**config.mk**
```make
export PLATFORM = sky130hd
export DESIGN_NAME = dmem_arbiter
export DESIGN_NICKNAME = d
export VERILOG_FILES = /design/src/rtl/dmem_arbiter.sv
export SDC_FILE = /design/constraint.sdc
export NUM_CORES = 1
export LEC_CHECK = 0
export ABC_CLOCK_PERIOD_IN_PS = 2000
export CORE_ASPECT_RATIO = 1.1
export CORE_UTILIZATION = 41
export CTS_BUF_LIST = sky130_fd_sc_hd__clkbuf_2 sky130_fd_sc_hd__clkbuf_4 sky130_fd_sc_hd__clkbuf_8
export DETAILED_ROUTE_END_ITERATION = 16
export PLACE_DENSITY_LB_ADDON = 0.12
export SLEW_MARGIN = 0
export SYNTH_ARGS = -nofsm -noshare
export SYNTH_HDL_FRONTEND = slang
export SYNTH_SLANG_ARGS = --single-unit
```
**constraint.sdc**
```tcl
create_clock -name clk_i -period 2 [get_ports clk_i]
set_input_delay 0.5 -clock clk_i [delete_from_list [all_inputs] [get_ports clk_i]]
set_output_delay 0.5 -clock clk_i [all_outputs]
set_load 0.02 [all_outputs]
```
**src/rtl/dmem_arbiter.sv**
```systemverilog
`timescale 1ns/1ps
// dmem_arbiter
//   Shares one single-ported data memory between the pipeline MEM stage
//   (CPU port) and an external loader/debug port (EXT port). Each access is
//   sequenced through a req/ack handshake to a variable-latency backend.
//   The CPU is stalled while its access is outstanding. EXT is protected
//   against starvation by a saturating wait counter.
//
//   Optional feature: define DMEM_ARB_TIMEOUT_EN to abort a backend access
//   after TIMEOUT cycles without mem_ack_i (reads return 32'hDEADBEEF, and
//   err_o becomes sticky high). Without the macro the arbiter waits forever
//   and err_o is tied low.
//
// Ports
//   clk_i        rising-edge clock
//   start_i      asynchronous active-low reset
//   cpu_req_i    CPU access request            cpu_we_i     1 = write
//   cpu_addr_i   CPU address                   cpu_wdata_i  CPU write data
//   cpu_rdata_o  CPU read data (registered)    cpu_stall_o  pipeline stall
//   ext_req_i    EXT request                   ext_we_i     EXT write enable
//   ext_addr_i   EXT address                   ext_wdata_i  EXT write data
//   ext_done_o   one-cycle EXT completion      ext_rdata_o  EXT read data
//   mem_req_o    backend request               mem_we_o     backend write
//   mem_addr_o   backend address               mem_wdata_o  backend wdata
//   mem_rdata_i  backend read data             mem_ack_i    backend ack
//   err_o        sticky timeout error
module dmem_arbiter #(
  parameter int unsigned AW       = 32,
  parameter int unsigned MAX_WAIT = 4,
  parameter int unsigned TIMEOUT  = 64
) (
  input  logic          clk_i,
  input  logic          start_i,
  input  logic          cpu_req_i,
  input  logic          cpu_we_i,
  input  logic [AW-1:0] cpu_addr_i,
  input  logic [31:0]   cpu_wdata_i,
  output logic [31:0]   cpu_rdata_o,
  output logic          cpu_stall_o,
  input  logic          ext_req_i,
  input  logic          ext_we_i,
  input  logic [AW-1:0] ext_addr_i,
  input  logic [31:0]   ext_wdata_i,
  output logic          ext_done_o,
  output logic [31:0]   ext_rdata_o,
  output logic          mem_req_o,
  output logic          mem_we_o,
  output logic [AW-1:0] mem_addr_o,
  output logic [31:0]   mem_wdata_o,
  input  logic [31:0]   mem_rdata_i,
  input  logic          mem_ack_i,
  output logic          err_o
);

  typedef enum logic [2:0] {
    IDLE,
    BUSY_CPU,
    BUSY_EXT,
    RESP_CPU,
    RESP_EXT
  } state_t;

  localparam int unsigned    WW       = (MAX_WAIT < 1) ? 1 : $clog2(MAX_WAIT + 1);
  localparam logic [WW-1:0]  WAIT_MAX = WW'(MAX_WAIT);

  state_t        state;
  logic [WW-1:0] wait_cnt;

  logic        wait_sat;
  logic        ext_win;
  logic        cpu_win;
  logic        ext_waiting;
  logic        busy;
  logic        timed_out;
  logic        finish;
  logic [31:0] resp_data;

  // With MAX_WAIT = 0 the counter is pinned at zero and wait_sat is always
  // true, so EXT wins every contested IDLE cycle.
  assign wait_sat    = (wait_cnt >= WAIT_MAX);
  assign ext_win     = ext_req_i && (wait_sat || !cpu_req_i);
  assign cpu_win     = cpu_req_i && !ext_win;
  assign ext_waiting = ext_req_i && (state != BUSY_EXT) && (state != RESP_EXT);
  assign busy        = (state == BUSY_CPU) || (state == BUSY_EXT);

  // Stall is gated by reset so every output reads 0 while start_i is low.
  assign cpu_stall_o = start_i && cpu_req_i && (state != RESP_CPU);

`ifdef DMEM_ARB_TIMEOUT_EN
  localparam int unsigned   TW       = $clog2(TIMEOUT + 1);
  localparam logic [TW-1:0] TMO_LAST = TW'(TIMEOUT - 1);

  logic [TW-1:0] tmo_cnt;

  // A real ack in the last allowed cycle wins over the abort.
  assign timed_out = busy && !mem_ack_i && (tmo_cnt == TMO_LAST);
`else
  logic unused_timeout;

  assign unused_timeout = ^TIMEOUT;
  assign timed_out      = 1'b0;
  assign err_o          = 1'b0;
`endif

  assign finish    = busy && (mem_ack_i || timed_out);
  assign resp_data = timed_out ? 32'hDEADBEEF : mem_rdata_i;

  always_ff @(posedge clk_i or negedge start_i) begin
    if (!start_i) begin
      state       <= IDLE;
      wait_cnt    <= '0;
      mem_req_o   <= 1'b0;
      mem_we_o    <= 1'b0;
      mem_addr_o  <= '0;
      mem_wdata_o <= '0;
      cpu_rdata_o <= '0;
      ext_rdata_o <= '0;
      ext_done_o  <= 1'b0;
`ifdef DMEM_ARB_TIMEOUT_EN
      tmo_cnt     <= '0;
      err_o       <= 1'b0;
`endif
    end else begin
      ext_done_o <= 1'b0;

      // Grant clears the counter; otherwise count while EXT is kept waiting.
      if ((state == IDLE) && ext_win) begin
        wait_cnt <= '0;
      end else if (ext_waiting && !wait_sat) begin
        wait_cnt <= wait_cnt + WW'(1);
      end

`ifdef DMEM_ARB_TIMEOUT_EN
      if (busy && !mem_ack_i) begin
        tmo_cnt <= tmo_cnt + TW'(1);
      end else begin
        tmo_cnt <= '0;
      end
      if (timed_out) begin
        err_o <= 1'b1;
      end
`endif

      case (state)
        IDLE: begin
          if (ext_win) begin
            mem_req_o   <= 1'b1;
            mem_we_o    <= ext_we_i;
            mem_addr_o  <= ext_addr_i;
            mem_wdata_o <= ext_wdata_i;
            state       <= BUSY_EXT;
          end else if (cpu_win) begin
            mem_req_o   <= 1'b1;
            mem_we_o    <= cpu_we_i;
            mem_addr_o  <= cpu_addr_i;
            mem_wdata_o <= cpu_wdata_i;
            state       <= BUSY_CPU;
          end
        end

        BUSY_CPU: begin
          if (finish) begin
            mem_req_o <= 1'b0;
            if (!mem_we_o) begin
              cpu_rdata_o <= resp_data;
            end
            state <= RESP_CPU;
          end
        end

        BUSY_EXT: begin
          if (finish) begin
            mem_req_o  <= 1'b0;
            ext_done_o <= 1'b1;
            if (!mem_we_o) begin
              ext_rdata_o <= resp_data;
            end
            state <= RESP_EXT;
          end
        end

        RESP_CPU: state <= IDLE;
        RESP_EXT: state <= IDLE;
        default:  state <= IDLE;
      endcase
    end
  end

endmodule

```
==> metrics.yaml, run 1 <==
cts_max_level: 4
initial_core_util_pct: 42.2
crit_family: "buffers and inverters"
regToRegSetupSlack_ns: 0.36
numClockSinks: 137
io_buffers: 298
synth_area_mm2: 0.00615
drv_slew: 0
grtUsageMet2_pct: 43.6
final_cell_mix: "291 x clkdlybuf4s50_1, 137 x dfrtp_1, 70 x a31oi_1, 68 x a21oi_1"
routabilityCongestion: 0.783
crit_buf_inv: 1
num_antenna_cells: 0
crit_chain: "clkdlybuf4s50_1"
synth_cells: 568
dr.pass1.iters: 5
nets: 1015
num_vias: 5771
critPathCaptureType: "primary output"
grt_pass1_vias: 5833
ys_ff_latch: 137
clk_pin_slew_ns: 0.08
syn-num-nets: 737
grt_use_total_pct: 25.0
instances_no_fill: 1051
dp_cells: 1019
route.detailed.drc: 0
tightest_slew_ns: 0.717
crit_required_ns: 1.50
dieArea_mm2: 0.0155
rows: 46
min_period_ns: 1.95
rr_worst_depth: 4
grt_use_met3_pct: 6.73
use_met1_pct: 28.6
dpl_cell_area_mm2: 0.00935
layout_setup_ws_ns: 0.0498
grt_busiest_layer: "met2"
wire_per_inst_um: 18.0
hold_viol_final: 0
die_h_um: 130
drtIter0Drc: 355
ys_types: 32
ys_warn_count: 0
r2r-end: "wait_cnt[0]$_DFFE_PN0P_"
grt_remaining_overflow: 0
rsz0062_at_grt: "false"
avgSynthCellArea_um2: 10.8
leakage_nw: 3.88
slowest_delay_ns: 0.62
maxSlewHeadroom_pct: 52.2
crit_type: "reg2out"
hp-class: "in2async"
crit_slowest_cell: "clkdlybuf4s50_1"
core_area_mm2: 0.0146
max_cap_viol_count: 0
area_delta_synth_final_pct: 58.6
cp-start-kind: "flip-flop"
fmax_ghz: 0.513
die_w_um: 119
routed_via_density: 5.49
layout-drive-gt1-share_pct: 14.9
final_core_util_pct: 67.0
design_area_mm2: 0.00976
rr_startpoint: "state[2]$_DFFE_PN0P_"
post-route-period-util_pct: 97.5
pre_cts_ws_ns: -0.389
setup_viol: 0
cts_tree: "done"
insertion_delay_ns: 0.44
pin_count: 300
antenna_left: 0
final_common_cell: "clkdlybuf4s50_1"
cts_buffers: 17
grt_max_degree: 138
n_fill_cell: 1141
multi_input_area_mm2: 0.00238
cts_root_buf: "clkbuf_8"
antenna_found_initial: 0
grt_pass1_wl_mm: 30.0
seq_area_mm2: 0.00343
arrival_ns: 1.45
dp_hpwl_mm: 13.2
cp_max_fo: 2
drt_wl_total_mm: 19.0
peakVddDrop_mv: 0.640
skew_ns: 0.0118
clock_path_buffers: 2
power_density_mw_per_mm2: 1580
status: "completed"
synth-seq-area-share_pct: 55.7
==> flip-flops by register name, indices dropped and copies added, names as in the netlist <==
register and count:
ext_rdata_o 32, mem_wdata_o 32, mem_req_o 1, wait_cnt 3, ext_done_o 1, cpu_rdata_o 32, mem_we_o 1, state 3
mem_addr_o 32
==> what timing repair did <==
action                                  in CTS  in global routing
hold buffers                                 0                  0
gates resized for setup                      4                  6
endpoints found under the setup margin       3                  3
buffers inserted                             0                  0
==> report_power, final <==
| part | total [mW] | internal, mW | switching, mW |
|---|---|---|---|
| Sequential | 4.92 | 4.16 | 0.761 |
| Clock | 2.30 | 1.20 | 1.10 |
| Combinational | 8.16 | 3.99 | 4.16 |
==> per-layer routing <==
metal | routed length, um | part of all wire (%)
met1 | 7240 | 38
met2 | 9900 | 52
met3 | 1250 | 6.6
met4 | 586 | 3.1
met5 | 0 | 0
==> synth_stat cells, drive strengths merged <==
cell	n	area share (%)
and2	1	0.10
o311a	1	0.16
conb	1	0.061
nor4	1	0.35
a2bb2oi	1	0.14
a21oi	68	5.5
nor2b	1	0.10
xor2	1	0.14
or2	1	0.10
clkbuf	38	2.3
a21boi	1	0.12
o32ai	1	0.14
mux2	66	12
inv	8	0.49
nor2	3	0.18
ha	2	0.41
dfrtp	137	56
a211oi	2	0.24
nand2b	1	0.10
nand3	65	5.3
buf	25	2.9
a31oi	70	7.1
o21ai	65	5.3
nor3	4	0.51
and4	1	0.14
nand2	3	0.18
==> worst max-delay path by stage <==
stage | slack [ns] | end | start | cells after the start
6_report | 0.05 | mem_addr_o[27] | mem_addr_o[27]$_DFFE_PN0P_ | 1
5_1_grt | 0.001 | mem_addr_o[4] | mem_addr_o[4]$_DFFE_PN0P_ | 1
4_1_cts | -0.08 | cpu_stall_o | cpu_req_i | 4
3_5_place_dp | -0.39 | cpu_stall_o | cpu_req_i | 4
3_3_place_gp | -0.36 | cpu_stall_o | cpu_req_i | 4
2_1_floorplan | 0.38 | wait_cnt[0]$_DFFE_PN0P_ | ext_req_i | 5
==> kinds of logic (layout without fill, tap and decap cells) <==
| group | after synthesis | count (layout) | share of synthesized area (%) |
|---|---|---|---|
| AOI/OAI and AO/OA | 209 | 209 | 18.8 |
| muxes | 66 | 66 | 12.1 |
| other | 1 | 1 | 0.0610 |
| and+or+nand+nor | 81 | 81 | 7.06 |
| adders and majority gates | 2 | 2 | 0.407 |
| DFF | 137 | 137 | 55.7 |
| buffers and inverters | 71 | 362 | 5.78 |
| xor gates and xnor gates | 1 | 1 | 0.142 |
==> layout make-up <==
class | count | share of cell area (%)
flip-flops and latches | 137 | 35.1
repair buffers | 322 | 33.5
multi-input cells | 360 | 24.4
clock buffers | 20 | 2.76
well taps | 192 | 2.46
clock inverters | 12 | 1.40
inverters | 8 | 0.308
==> per-stage QoR <==
stage / TNS [ns] / hold WS [ns] / power, mW
global placement: -2.57 / 0.466 / 13.0
CTS: -0.0817 / 0.200 / 15.5
global route: 0 / 0.228 / 16.3
finish: 0 / 0.188 / 15.4
floorplan: 0 / 0.204 / 9.18
detailed placement: -7.48 / 0.478 / 13.2
No activity file was read; power rests on OpenSTA's default activity.
==> run 2, diff against run 1 <==
Settings changed: CTS_CLUSTER_DIAMETER set to 200.
==> results of run 2 <==
Same layout as run 1: the final DEF is identical, and so are final timing and power.
==> run 3, diff against run 2 <==
Settings changed: CELL_PAD_IN_SITES_DETAIL_PLACEMENT set to 1, CELL_PAD_IN_SITES_GLOBAL_PLACEMENT set to 1, CORE_UTILIZATION 41 to 31.
==> metrics.yaml, run 3 (synthesis results as in run 1) <==
dr.pass1.iters: 4  # -1
post-route-period-util_pct: 97.6  # about the same
routabilityCongestion: 0.753  # -3.8%
pin_count: 300  # unchanged
status: "completed"
rows: 53  # +15%
max_cap_viol_count: 0  # unchanged
wire_per_inst_um: 19.8  # +9.8%
layout-drive-gt1-share_pct: 15.5  # +0.59 points
cts_buffers: 17  # unchanged
skew_ns: 0.0143  # +0.00250 ns
crit_required_ns: 1.50  # about the same
cp-start-kind: "flip-flop"
antenna_left: 0  # unchanged
critPathCaptureType: "primary output"
routed_via_density: 5.21  # -5.1%
peakVddDrop_mv: 0.693  # +8.3%
min_period_ns: 1.95  # +0.00162 ns
crit_slowest_cell: "clkdlybuf4s50_1"
drv_slew: 0  # unchanged
die_w_um: 136  # +15%
hold_viol_final: 0  # unchanged
tightest_slew_ns: 1.07  # +0.353 ns
setup_viol: 0  # unchanged
area_delta_synth_final_pct: 60.3
design_area_mm2: 0.00986  # +1.1%
grt_use_total_pct: 21.8  # -3.2 points
crit_type: "reg2out"
grt_pass1_vias: 6387  # +9.5%
leakage_nw: 4.03  # +3.9%
core_area_mm2: 0.0193  # +33%
hp-class: "in2async"
crit_family: "buffers and inverters"
initial_core_util_pct: 31.9  # -10 points
antenna_found_initial: 2  # +2
grt_max_degree: 84  # -39%
fmax_ghz: 0.512  # about the same
cp_max_fo: 2  # unchanged
insertion_delay_ns: 0.45  # about the same
cts_max_level: 4  # unchanged
maxSlewHeadroom_pct: 28.7  # -24 points
crit_buf_inv: 1  # unchanged
drtIter0Drc: 167  # -53%
die_h_um: 150  # +15%
clk_pin_slew_ns: 0.09  # about the same
hold_slack_ns: 0.307  # +0.119 ns
numClockSinks: 137  # unchanged
dieArea_mm2: 0.0204  # +32%
cts_tree: "done"
final_common_cell: "clkdlybuf4s50_1"
post-cts-setup-buffers: 0  # unchanged
drt_wl_total_mm: 22.1  # +16%
grt_remaining_overflow: 0  # unchanged
slowest_delay_ns: 0.64  # +0.02 ns
route.detailed.drc: 0  # unchanged
nets: 1021  # +0.59%
dp_hpwl_mm: 15.8  # +19%
crit_chain: "clkdlybuf4s50_1"
io_buffers: 298  # unchanged
final_cell_mix: "274 x clkdlybuf4s50_1, 137 x dfrtp_1, 70 x a31oi_1, 68 x a21oi_1"
arrival_ns: 1.45  # about the same
grt_pass1_wl_mm: 33.9  # +13%
power_density_mw_per_mm2: 1560  # -0.92%
num_vias: 5808  # +0.64%
dpl_cell_area_mm2: 0.00945  # +1.1%
cts_root_buf: "clkbuf_8"
clock_path_buffers: 2  # unchanged
[run 3: worst paths after layout]
path	start	end	slack [ns]	cells past startpoint
max in group asynchronous	start_i	mem_addr_o[21]$_DFFE_PN0P_	0.89	3
worst max register to register	state[0]$_DFFE_PN0P_	wait_cnt[0]$_DFFE_PN0P_	0.36	5
worst min-delay path	start_i	mem_addr_o[10]$_DFFE_PN0P_	0.31	3
worst max-delay path	mem_wdata_o[4]$_DFFE_PN0P_	mem_wdata_o[4]	0.05	1
worst min register to register	ext_rdata_o[23]$_DFFE_PN0P_	ext_rdata_o[23]$_DFFE_PN0P_	0.50	1
min in group clk_i	ext_rdata_o[23]$_DFFE_PN0P_	ext_rdata_o[23]$_DFFE_PN0P_	0.50	1
[run 3: layout make-up]
cell class / count / area [um2]
Multi-Input combinational cell: 360 / 2380
Inverter: 8 / 30.0
Antenna cell: 2 / 5.00
Clock buffer: 17 / 234
Sequential cell: 137 / 3430
Timing Repair Buffer: 328 / 3340
Clock inverter: 15 / 134
Fill cell: 2060 / 9430
Tap cell: 247 / 309
[run 3: power by group]
group          internal, mW  switching [mW]  leakage [nW]  total (mW)
combinational          4.02            4.31          2.25        8.33
sequential             4.16           0.776          1.60        4.94
clock                 0.900            1.25         0.173        2.15
[run 3: through the flow]
stage	utilization (%)	setup WS (ns)	cells	TNS, ns	power, mW
global route	51.1	-0.0241	1113	-0.0295	16.4
CTS	50.8	0.0150	1112	0	15.7
detailed placement	49.0	-0.395	1080	-9.23	13.5
floorplan	-	0.380	568	0	9.18
global placement	49.0	-0.388	1080	-5.78	13.1
finish	51.1	0.0482	1114	0	15.4
[run 3: worst reg2reg max path: cells and delay by family, from the launching register on]
| kind | cells | cell delay [ns] |
|---|---|---|
| AOI/OAI and AO/OA | 1 | 0.12 |
| DFF | 1 | 0.38 |
| muxes | 1 | 0.28 |
| and+or+nand+nor | 1 | 0.31 |
| buffers and inverters | 2 | 0.44 |
[run 3: timing repair]
action,CTS,global route
setup endpoints to repair,3,19
gates cloned,0,0
hold endpoints to repair,0,0
gates resized for setup,7,19
hold buffers,0,0
[run 3: per-layer routing]
layer	share of wire (%)	up-vias	track usage [%]
met4	1.5	0	7.11
li1	-	2655	-
met3	6.7	27	5.89
met2	52	199	39.2
met5	0	-	0
met1	40	2927	24.7
